$ cat src/rtl/b16_mem_arbiter.sv
// Memory-port arbiter between the b16 cpu core and a single DMA master.
// The CPU owns the bus by default; DMA bursts freeze the core via cpu_run.
module b16_mem_arbiter #(
    parameter int unsigned BURST   = 8,
    parameter int unsigned MIN_CPU = 2,
    parameter int unsigned l       = 16
) (
    input  logic         clk,
    input  logic         nreset,
    input  logic         ext_run,
    output logic         cpu_run,
    input  logic [l-1:0] cpu_addr,
    input  logic         cpu_rd,
    input  logic [1:0]   cpu_wr,
    input  logic [l-1:0] cpu_wdata,
    output logic [l-1:0] cpu_rdata,
    input  logic         dma_req,
    input  logic         dma_we,
    input  logic [1:0]   dma_be,
    input  logic [l-1:0] dma_addr,
    input  logic [l-1:0] dma_wdata,
    output logic         dma_ack,
    output logic [l-1:0] dma_rdata,
    output logic         dma_gnt,
    output logic [l-1:0] mem_addr,
    output logic         mem_rd,
    output logic [1:0]   mem_wr,
    output logic [l-1:0] mem_wdata,
    input  logic [l-1:0] mem_rdata
);

    typedef enum logic {StCpu, StDma} state_e;

    localparam logic [7:0] LastWord = 8'(BURST - 1);
    localparam logic [7:0] HoldInit = 8'(MIN_CPU);

    state_e     state_q, state_d;
    logic [7:0] cnt_q, cnt_d;
    logic [7:0] hold_q, hold_d;

    always_ff @(posedge clk or negedge nreset) begin
        if (!nreset) begin
            state_q <= StCpu;
            cnt_q   <= 8'd0;
            hold_q  <= 8'd0;
        end else begin
            state_q <= state_d;
            cnt_q   <= cnt_d;
            hold_q  <= hold_d;
        end
    end

    // Read data is shared; consumers qualify it with their own handshake.
    assign cpu_rdata = mem_rdata;
    assign dma_rdata = mem_rdata;

    always_comb begin
        state_d   = state_q;
        cnt_d     = cnt_q;
        hold_d    = hold_q;
        mem_addr  = cpu_addr;
        mem_rd    = cpu_rd;
        mem_wr    = cpu_wr;
        mem_wdata = cpu_wdata;
        cpu_run   = ext_run;
        dma_ack   = 1'b0;
        dma_gnt   = 1'b0;

        unique case (state_q)
            StCpu: begin
                if (hold_q != 8'd0) begin
                    hold_d = hold_q - 8'd1;
                end else if (dma_req) begin
                    state_d = StDma;
                    cnt_d   = 8'd0;
                end
            end
            StDma: begin
                mem_addr  = dma_addr;
                mem_rd    = dma_req & ~dma_we;
                mem_wr    = (dma_req & dma_we) ? dma_be : 2'b00;
                mem_wdata = dma_wdata;
                cpu_run   = 1'b0;
                dma_gnt   = 1'b1;
                dma_ack   = dma_req;
                if (!dma_req) begin
                    state_d = StCpu;
                    hold_d  = 8'd0;
                end else begin
                    cnt_d = cnt_q + 8'd1;
                    // Burst limit reached: hand back and guarantee CPU cycles.
                    if (cnt_q == LastWord) begin
                        state_d = StCpu;
                        hold_d  = HoldInit;
                    end
                end
            end
            default: state_d = StCpu;
        endcase
    end

endmodule

$ cat config.mk
export PLATFORM = sky130hd
export DESIGN_NAME = b16_mem_arbiter
export DESIGN_NICKNAME = d
export VERILOG_FILES = /design/src/rtl/b16_mem_arbiter.sv
export SDC_FILE = /design/constraint.sdc
export NUM_CORES = 1
export LEC_CHECK = 0
export ABC_AREA = 1
export BUFFER_PORTS_ARGS = -buffer_cell sky130_fd_sc_hd__buf_2
export CORE_MARGIN = 3
export CORE_UTILIZATION = 30
export DETAILED_ROUTE_END_ITERATION = 10
export PLACE_DENSITY = 0.82
export SETUP_SLACK_MARGIN = 0.05
export SLEW_MARGIN = 0
export SYNTH_ARGS = -nofsm -noshare
export SYNTH_HDL_FRONTEND = slang
export SYNTH_SLANG_ARGS = --single-unit
$ cat constraint.sdc
create_clock -name clk -period 1.55 [get_ports clk]
set_clock_uncertainty 0.15 [all_clocks]
set_input_delay 0.3875 -clock clk [delete_from_list [all_inputs] [get_ports clk]]
set_output_delay 0.3875 -clock clk [all_outputs]
set_load 0.02 [all_outputs]
* Word-level counts from Yosys, hierarchy flattened
Index checks and enable logic that the tools add are counted.
** Storage, ports and cells
- Bits in registers :: 17
- Latch bits :: 0
- Memory bits (writable) :: 0
- ROM bits :: 0
- Input port bits :: 90
- Output and inout port bits :: 70
- Word-level logic and storage cells :: 39
- Memories kept :: 0
** Cells by class
- $add $sub $neg :: 2
- $mul :: 0
- Divide/modulo/power cells :: 0
- Magnitude comparators :: 0
- Equality and inequality tests :: 6
- Shifts and indexed selects :: 0
- Mux-type cells :: 21
- Bitwise gates (word level) :: 4
- Reductions and logical operators :: 3
** Operators with widths (number)
- 2-to-1 mux 8 bit :: 6
- 2-to-1 mux 16 bit :: 2
- case mux 8 bit (2 select lines) :: 2
- adder 8 x 1 -> 8 bit, second input constant :: 1
- == test 8 x 3 -> 1 bit, second input constant :: 1
- 2-to-1 mux 1 bit :: 8
- inequality test 2 bit, second input constant :: 4
- nonzero test 8 bit :: 1
- subtractor 8 x 1 -> 8 bit, second input constant :: 1
- 2-to-1 mux 2 bit :: 2
- inequality test 3 x 2 -> 1 bit, second input constant :: 1
- AND reduction 3 bit :: 1
- AND 1 bit :: 2
- inverter 1 bit :: 2
- case mux 1 bit (2 select lines) :: 1
- AND reduction 2 bit :: 1

* Depth between registers and ports, before layout
Gate-level depths: netlist of run 1.
- Depth in word-level cells :: 4
- Depth in mapped cells :: 9
- Gate-level depth less buffers :: 9

* Least setup slack after synthesis of run 1
Ideal clock, no wire load.
- Kind :: register to output
- Start :: reg state_q
- End :: out mem_rd
- Arrival :: 1.272 ns
- Data required time :: 1.012 ns
- Path slack :: -0.260 ns
- Cell stages (with the launch flop) :: 4
- Path buffers :: 1
- Cell sequence :: dfrtp_1 -> nand2_1 -> clkbuf_1 -> o21ai_0
** Between the ends
- Cells in the longest elaborated chain, start to end :: 1
** Ends and longest elaborated chain
- from (decl) :: RTL line 37 : state_e state_q, state_d;
- from (signal assigned) :: RTL line 43 : state_q <= StCpu;
- from (signal assigned) :: RTL line 47 : state_q <= state_d;
- 2-to-1 mux 1 bit :: RTL line 69 : unique case (state_q)
- to (decl) :: RTL line 26 : output logic mem_rd,
No other way between the ends.

* Worst setup path after layout of run 1
- Start :: reg state_q
- End :: out mem_addr[3]
** Between the ends
- Cells in the longest elaborated chain, start to end :: 1
** Ends and longest elaborated chain
- 2-to-1 mux 16 bit :: RTL line 69
- to (decl) :: RTL line 25 : output logic [l-1:0] mem_addr,
No other way between the ends.

==> results of run 1 <==
[worst reg2reg max path: cells and delay by family, from the launching register on]
kind / cells / cell delay [ns]
and+or+nand+nor: 4 / 0.42
DFF: 1 / 0.48
buffers and inverters: 3 / 0.42
[worst max path at each step]
stage,end,depth (start not counted),slack [ns]
2_1_floorplan,mem_wr[0],4,0.0006
3_3_place_gp,mem_wr[1],5,-0.02
3_5_place_dp,mem_addr[3],4,-0.03
4_1_cts,mem_addr[7],4,-0.28
5_1_grt,mem_addr[3],4,-0.34
6_report,mem_addr[3],4,-0.28
[kinds of logic after synthesis]
group | count (synthesis) | synth area share
compound gates | 24 | 0.0859
buf+inv | 61 | 0.215
fa+ha+maj | 3 | 0.0222
simple gates | 174 | 0.420
xor+xnor | 1 | 0.00518
flops | 17 | 0.252
[metal layers]
layer,up-vias,wire (µm),global-route usage
met2,93,2870,0.305
met4,0,32,0.0389
li1,1028,-,-
met1,877,2120,0.167
met5,-,0,0
met3,4,514,0.0310
[metrics by stage]
step                      utilization  setup TNS [ns]
after floorplan                     -               0
after global placement          0.429         -0.0771
after detailed placement        0.429          -0.133
after CTS                       0.459           -9.94
after global routing            0.475          -11.25
final                           0.475           -8.64
[state kept, by name, indices dropped and copies added (netlist names)]
name,cells
hold_q,8
state_q,1
cnt_q,8
[layout make-up]
cell class              instances  share of cell area
clock buffers                   4              0.0180
inverters                      19              0.0315
multi-input cells             203               0.443
flip-flops and latches         17               0.171
well taps                      70              0.0350
repair buffers                132               0.302
[synthesized netlist by cell type, types with 2 or more instances]
cell	n
a21oi_1	2
a32o_1	2
buf_2	2
buf_4	32
clkbuf_1	6
dfrtp_1	17
ha_1	3
inv_1	16
inv_2	3
nand2_1	135
nand3_1	15
nand4_1	3
nor2_1	16
nor2_2	2
o21ai_0	9
o21ai_1	6
o21ai_2	2
[what timing repair did]
| item | 4_1_cts | 5_1_grt |
|---|---|---|
| gates resized for setup | 20 | 17 |
| pin swaps | 5 | 4 |
| hold endpoints to repair | 17 | 0 |
| setup buffers | 3 | 1 |
| endpoints found under the setup margin | 47 | 55 |
| gates cloned | 1 | 0 |
| hold buffers | 1 | 0 |
[where the power goes]
| part | internal (mW) | switching [mW] | total (mW) | leakage, nW |
|---|---|---|---|---|
| Clock | 0.182 | 0.153 | 0.335 | 0.0228 |
| Sequential | 0.580 | 0.155 | 0.736 | 0.218 |
| Combinational | 0.655 | 0.812 | 1.47 | 1.21 |
| Total | 1.42 | 1.12 | 2.54 | 1.45 |
==> impl_metrics.csv, run 1 <==
group,metric,value,unit
status,status,"finished, violations left",
status,failed_checks,"negative setup slack",
finish,final_cell_area,2500,µm²
synth,synthTopCellsByArea,"nand2_1, dfrtp_1, buf_4",
timing,setup_viol,39,
synth,yosys_warnings,0,
global_routing,grt_pass1_vias,1881,
timing,post-route-min-period,1.83,ns
synth,synthArstFlopShare,1.00,
detailed_routing,drc,0,
detailed_routing,drt_iter0_drc,70,
global_routing,grt_pass1_wl,8140,µm
synth,ys_ff_latch,17,
detailed_routing,ant_nets,0,
finish,layout-drive-gt1-share,0.533,
global_routing,grtUsageTotal,0.155,
finish,num-fill-cells,517,
placed_design,gp_congestion,0.794,
critical_path,path_buf_inv,2,
critical_path,r2r_slack,-0.02,ns
floorplan,rows,26,
finish,final_net_count,469,
floorplan,coreArea,5270,µm²
hold_path,worstHoldStart,"hold_q[7]",
clock_network,clk_latency,0.25,ns
clock_network,htree_levels,1,
global_routing,antenna_found_initial,0,
placed_design,portBuffers,111,
detailed_routing,wirelength,5540,µm
critical_path,reg2reg_depth,7,
synth,synth-edff-count,0,
synth,synth_ff_type,"dfrtp_1",
synth,netlist.area_leader.share,0.300,
floorplan,ioPinCount,160,
clock_network,cts_tree,"built",
critical_path,path_class,"flip-flop to output port",
timing,hold_viol,0,
timing,setup_slack,-0.281,ns
synth,synth.distinct_cells,26,
pwr,power_leakage,1.45,nW
clock_network,cts_inserted_buffers,3,
timing,max_slew_margin,0.734,
timing,fmax,546,MHz
detailed_routing,via_per_inst,4.50,
synth,postSynthAreaPerCell,6.04,µm²
synth,syn-num-nets,373,
finish,layout_common_cells,"buf_2, nand2_1, nand2_2",
hold_path,worstHoldPathCells,2,
timing,rsz0062_at_grt,"yes",
critical_path,slowest_delay,0.48,ns
detailed_routing,wl_per_cell,12.4,µm
critical_path,timing.rr.end,"hold_q[4]",
placed_design,dp_cells,435,
job,maxCapViolations,0,
global_routing,overflow,0,
clock_network,ctsRootBufferMaster,"clkbuf_8",
clock_network,cts.path.max_buffers,2,
clock_network,clock-sinks,17,
floorplan,start_util,0.321,
pwr,powerDensity,1010,nW/µm²
timing,hold_ws,0.380,ns
floorplan,fp.dieH,81.1,µm
critical_path,path_max_fanout,36,
floorplan,die-width,81.1,µm
synth,syn_area,1690,µm²
critical_path,cp_top_family,"flip-flops",
finish,fin_cells,445,
clock_network,clk_pin_slew,0.07,ns
timing,worst_pin_slew,0.399,ns
critical_path,path_cells,"inv_8 -> nand2_1 -> nand2_2 -> buf_2",
synth,synth_top_area_cell,"nand2_1",
detailed_routing,detail_route.first_pass.iterations,4,
critical_path,worstReg2RegStart,"state_q",
placed_design,placed_area,2260,µm²
critical_path,cp.required,1.01,ns
critical_path,start_kind,"flip-flop",
hold_path,whs_endpoint,"hold_q[7]",
critical_path,worstPathArrival,1.29,ns
synth,synth_seq_area_share,0.252,
timing,report.final.slew_viol_count,0,
finish,multi_input_area,1110,µm²
floorplan,die-area,6570,µm²
finish,ff_latch_area,427,µm²
critical_path,cp-startpoint,"state_q",
synth,syn_inst,280,
critical_path,endpoint_kind,"output port",
pwr,irDropWorstVdd,532,µV
timing,final.period_utilization,1.18,
global_routing,grt_max_degree,37,
finish,syn_to_final_growth,48.0,%
pwr,total_power,2.54,mW
detailed_routing,vias,2002,
placed_design,pre_cts_ws,-0.0323,ns
finish,antenna_cells,0,
critical_path,crit_slowest_cell,"dfrtp_2",
finish,final_common_cell,"buf_2",
placed_design,hpwl,4140,µm
hold_path,hp-class,"flip-flop to flip-flop",
Note: power is estimated with default switching activity, not from simulation.
==> run 2: changes to the inputs <==
- CTS_BUF_LIST: not set -> sky130_fd_sc_hd__clkbuf_8
==> run 2 against run 1 <==
  * The run still ends with negative setup slack left
  * Design area grew 0.85%
  * Register-to-register slack lost 0.06 ns
  * First-iteration DRC count is 5.7% higher
  * Die area unchanged
  * Largest cell class unchanged
==> impl_metrics.csv, run 2 (synthesis gave the netlist of run 1 again) <==
group,metric,value,unit
placed_design,gp_congestion,0.794,
critical_path,start_kind,"flip-flop",
global_routing,antenna_found_initial,0,
hold_path,whs_endpoint,"hold_q[7]",
finish,num-fill-cells,509,
detailed_routing,wl_met1,2120,µm
timing,fmax,546,MHz
critical_path,worstPathArrival,1.29,ns
detailed_routing,via_per_inst,4.49,
clock_network,cts_tree,"built",
floorplan,die-area,6570,µm²
detailed_routing,routed-wl-met2,2860,µm
detailed_routing,route.top_layer_used,"met4",
critical_path,crit_slowest_cell,"dfrtp_2",
status,status,"finished, violations left",
finish,final_cell_area,2520,µm²
global_routing,grt_pass1_vias,1871,
finish,antenna_cells,0,
critical_path,path_class,"flip-flop to output port",
finish,syn_to_final_growth,49.2,%
timing,hold_ws,0.388,ns
detailed_routing,wirelength,5500,µm
critical_path,r2r_slack,-0.08,ns
critical_path,slowest_delay,0.48,ns
floorplan,fp.dieH,81.1,µm
hold_path,worstHoldPathCells,2,
finish,layout_common_cells,"buf_2, nand2_1, nand2_2",
pwr,powerDensity,1000,nW/µm²
floorplan,ioPinCount,160,
timing,post-route-min-period,1.83,ns
detailed_routing,wl_per_cell,12.3,µm
critical_path,cp_top_family,"flip-flops",
placed_design,portBuffers,111,
finish,layout-drive-gt1-share,0.532,
critical_path,reg2reg_depth,7,
global_routing,grt_pass1_wl,8060,µm
clock_network,cts_inserted_buffers,3,
timing,worst_pin_slew,0.402,ns
timing,max_slew_margin,0.732,
pwr,clockPowerShare,0.132,
floorplan,rows,26,
pwr,switchingPower,1.12,mW
global_routing,overflow,0,
timing,setup_viol,47,
finish,final_net_count,470,
global_routing,grtUsageTotal,0.154,
critical_path,cp.required,1.01,ns
pwr,p_int,1.41,mW
detailed_routing,drt_iter0_drc,74,
critical_path,timing.rr.end,"hold_q[4]",
finish,multi_input_area,1100,µm²
finish,final_util,0.479,
timing,rsz0062_at_grt,"yes",
pwr,seq_power_share,0.291,
timing,report.final.slew_viol_count,0,
critical_path,worstReg2RegStart,"state_q",
floorplan,die-width,81.1,µm
pwr,irDropWorstVdd,541,µV
detailed_routing,vias,2004,
placed_design,hpwl,4140,µm
timing,hold_viol,0,
clock_network,clk_pin_slew,0.07,ns
pwr,power_leakage,1.46,nW
critical_path,path_max_fanout,36,
finish,fin_cells,446,
floorplan,start_util,0.321,
placed_design,placed_area,2260,µm²
placed_design,dp_cells,435,
status,failed_checks,"negative setup slack",
detailed_routing,ant_nets,0,
detailed_routing,wl_met3,505,µm
finish,reg_top3,"cnt_q (8), hold_q (8), state_q (1)",
timing,final.period_utilization,1.18,
clock_network,cts.path.max_buffers,2,
clock_network,htree_levels,1,
timing,setup_slack,-0.282,ns
finish,ff_latch_area,427,µm²
pwr,switching_share,0.443,
hold_path,hp-class,"flip-flop to flip-flop",
clock_network,clk_latency,0.25,ns
critical_path,path_cells,"inv_8 -> nand2_1 -> nand2_2 -> buf_2",
clock_network,ctsRootBufferMaster,"clkbuf_8",
detailed_routing,drc,0,
job,maxCapViolations,0,
clock_network,clock-sinks,17,
pwr,combPwrFrac,0.577,
finish,final_common_cell,"buf_2",
floorplan,coreArea,5270,µm²
hold_path,worstHoldStart,"hold_q[7]",
detailed_routing,detail_route.first_pass.iterations,4,
critical_path,endpoint_kind,"output port",
critical_path,path_buf_inv,2,
global_routing,grt_max_degree,37,
-- run 2: changes by cell type in the layout (fill, tap and decap cells not counted), sizes merged --
cell	previous run	this run
buf	131	132
clkbuf	4	3
inv	19	20
-- run 2: worst max path at each step --
stage / startpoint / end / cells past startpoint
2_1_floorplan: state_q / mem_wr[0] / 4
3_3_place_gp: dma_req / mem_wr[1] / 5
3_5_place_dp: state_q / mem_addr[3] / 4
4_1_cts: state_q / mem_addr[7] / 4
5_1_grt: state_q / mem_addr[3] / 4
6_report: state_q / mem_addr[3] / 4
-- run 2: tightest hold or removal path: stages, from the launching register on --
cell	delay, ns
dfrtp_1	0.38
nand2_1	0.06
o21ai_1	0.06
-- run 2: power groups by stage --
stage               registers, mW  clock network (mW)  logic, mW
detailed placement          0.717                   0       1.28
CTS                         0.707               0.342       1.37
global route                0.759               0.364       1.64
global placement            0.705                   0       1.24
finish                      0.737               0.334       1.46
floorplan                   0.697                   0      0.954
-- run 2: metrics by stage --
stage / TNS [ns] / power, mW / setup WS (ns)
floorplan: 0 / 1.65 / 0.000638
global placement: -0.0771 / 1.95 / -0.0224
detailed placement: -0.133 / 2.00 / -0.0323
CTS: -9.98 / 2.42 / -0.282
global route: -11.79 / 2.76 / -0.342
finish: -8.92 / 2.53 / -0.282
-- run 2: cell type report --
cell class / count / share of cell area
inverter: 19 / 0.0312
clock inverter: 1 / 0.00149
timing repair buffer: 133 / 0.309
multi-input combinational: 203 / 0.438
clock buffer: 3 / 0.0164
tap: 70 / 0.0347
sequential: 17 / 0.169
-- run 2: repair_timing --
item,CTS,global route
endpoints found under the setup margin,47,55
gates cloned,1,0
endpoints found under the hold margin,17,0
resized for setup,14,27
hold buffers,1,0
pin swaps,5,5
buffers inserted,3,2
-- run 2: metal layers --
metal / up-vias / global-route usage
li1: 1029 / -
met1: 884 / 0.162
met2: 89 / 0.304
met3: 2 / 0.0344
met4: 0 / 0.0355
met5: - / 0
==> run 3: changes to the inputs <==
- ABC_AREA: 1 -> 0
- PLACE_DENSITY: 0.82 -> 0.83
==> run 3 against run 2 <==
  * The flow still finishes with violations (negative setup slack)
  * Sequential cell count stayed put
  * Critical endpoint is now mem_addr[12]
  * Clock-buffer cell count stayed put
  * Largest power group is now registers
  * Register-to-register slack worse by 0.33 ns
  * Routed wire length is 27% higher
  * Worst hold slack better by 0.012 ns
  * Sequential share of layout area is 3.7 points lower
  * First-iteration DRC count is 24% lower
  * Die area is 5.0% lower
==> impl_metrics.csv, run 3 <==
group,metric,value,unit
status,status,"finished, violations left",
status,failed_checks,"negative setup slack",
global_routing,grt_max_degree,18,
clock_network,ctsRootBufferMaster,"clkbuf_8",
pwr,irDropWorstVdd,263,µV
floorplan,die-width,79.0,µm
floorplan,die-area,6240,µm²
detailed_routing,via_per_inst,5.19,
synth,netlist.area_leader.share,0.266,
timing,hold_viol,0,
detailed_routing,detail_route.first_pass.iterations,4,
synth,ys_ff_latch,17,
timing,hold_ws,0.400,ns
finish,final_util,0.652,
clock_network,htree_levels,1,
detailed_routing,vias,1973,
floorplan,rows,25,
synth,synthArstFlopShare,1.00,
critical_path,path_max_fanout,6,
floorplan,coreArea,4940,µm²
detailed_routing,drt_iter0_drc,56,
placed_design,portBuffers,111,
finish,layout_common_cells,"buf_2, buf_4, buf_6",
critical_path,r2r_slack,-0.41,ns
timing,max_slew_margin,0.734,
timing,setup_viol,55,
finish,final_net_count,407,
synth,yosys_warnings,0,
global_routing,grt_pass1_vias,1994,
global_routing,overflow,0,
clock_network,cts_inserted_buffers,3,
floorplan,fp.dieH,79.0,µm
clock_network,cts.path.max_buffers,2,
finish,multi_input_area,1220,µm²
timing,setup_slack,-0.443,ns
synth,synth-edff-count,0,
job,maxCapViolations,0,
clock_network,clk_pin_slew,0.07,ns
finish,num-fill-cells,370,
critical_path,cp.required,1.01,ns
clock_network,cts_tree,"built",
synth,synthTopCellsByCount,"buf_4, mux2_2, dfrtp_1",
critical_path,start_kind,"flip-flop",
synth,syn_area,1600,µm²
timing,final.period_utilization,1.29,
critical_path,endpoint_kind,"output port",
pwr,power_leakage,1.51,nW
timing,worst_pin_slew,0.399,ns
finish,antenna_cells,0,
synth,synth.distinct_cells,38,
finish,syn_to_final_growth,102,%
finish,final_common_cell,"buf_2",
detailed_routing,ant_nets,0,
synth,syn-num-nets,270,
floorplan,ioPinCount,160,
critical_path,path_class,"flip-flop to output port",
critical_path,worstReg2RegStart,"hold_q[1]",
detailed_routing,wl_per_cell,18.4,µm
detailed_routing,wirelength,6990,µm
synth,synthTopCellsByArea,"dfrtp_1, mux2_2, buf_4",
synth,postSynthAreaPerCell,9.03,µm²
hold_path,whs_endpoint,"state_q",
timing,rsz0062_at_grt,"yes",
pwr,powerDensity,357,nW/µm²
finish,layout-drive-gt1-share,0.773,
placed_design,gp_congestion,0.861,
finish,ff_latch_area,427,µm²
synth,syn_inst,177,
floorplan,start_util,0.324,
placed_design,hpwl,4330,µm
critical_path,timing.rr.end,"hold_q[4]",
global_routing,grt_pass1_wl,9510,µm
synth,synth_seq_area_share,0.266,
clock_network,clk_latency,0.25,ns
hold_path,worstHoldStart,"dma_req",
timing,post-route-min-period,1.99,ns
global_routing,antenna_found_initial,0,
critical_path,worstPathArrival,1.46,ns
timing,report.final.slew_viol_count,0,
timing,fmax,502,MHz
finish,reg_top3,"cnt_q (8), hold_q (8), state_q (1)",
global_routing,grtUsageTotal,0.190,
detailed_routing,drc,0,
synth,synth_top_area_cell,"dfrtp_1",
placed_design,pre_cts_ws,-0.429,ns
critical_path,reg2reg_depth,7,
clock_network,clock-sinks,17,
hold_path,worstHoldPathCells,4,
synth,synth_ff_type,"dfrtp_1",
hold_path,hp-class,"primary input to flip-flop",
[run 3: metrics by stage]
stage	area [µm²]	setup TNS, ns	power (mW)	cells
final	3220	-19.59	1.15	380
after global routing	3220	-21.67	1.20	380
after CTS	2930	-18.39	1.10	371
after detailed placement	2460	-9.26	0.751	355
after global placement	2460	-8.25	0.746	355
after floorplan	1850	-4.79	0.717	177
[run 3: worst max-delay path by stage]
stage	startpoint	endpoint	slack [ns]	depth (start not counted)
floorplan	hold_q[0]	cnt_q[6]	-0.37	7
global placement	hold_q[0]	cnt_q[6]	-0.36	6
detailed placement	hold_q[0]	cnt_q[7]	-0.43	6
finish	state_q	mem_addr[12]	-0.44	4
CTS	state_q	mem_addr[9]	-0.43	4
global route	hold_q[1]	hold_q[7]	-0.48	7
[run 3: worst max-delay path, stage by stage, from the launching register on]
cell and delay (ns):
dfrtp_2 0.44, buf_8 0.16, clkbuf_16 0.16, mux2_4 0.30
buf_6 0.13
[run 3: cells by family after synthesis]
group | count (synthesis) | share of synthesized area
adders and majority gates | 3 | 0.0235
buffers and inverters | 45 | 0.183
muxes | 32 | 0.225
and+or+nand+nor | 40 | 0.145
DFF | 17 | 0.266
AOI/OAI and AO/OA | 40 | 0.157
[run 3: routing by layer]
| layer | vias to the layer above | global-route usage | routed length, µm |
|---|---|---|---|
| met5 | - | 0 | 0 |
| met4 | 0 | 0.0704 | 188 |
| met3 | 22 | 0.0351 | 647 |
| met2 | 120 | 0.375 | 3770 |
| met1 | 938 | 0.194 | 2380 |
| li1 | 893 | - | - |
[run 3: power by group]
group	switching, mW	total, mW	internal [mW]
logic	0.160	0.375	0.214
registers	0	0.443	0.443
clock network	0.157	0.333	0.176
[run 3: repair_timing]
| action | 4_1_cts | 5_1_grt |
|---|---|---|
| setup endpoints to repair | 55 | 55 |
| gates cloned | 4 | 1 |
| resized for setup | 70 | 58 |
| hold endpoints to repair | 17 | 0 |
| hold buffers | 1 | 0 |
| setup buffers | 7 | 9 |
| pin swaps | 15 | 16 |
[run 3: cell type report]
cell class	instances	area share
sequential	17	0.132
inverter	6	0.00699
tap	67	0.0260
timing repair buffer	171	0.441
clock inverter	1	0.00116
multi-input combinational	115	0.380
clock buffer	3	0.0128
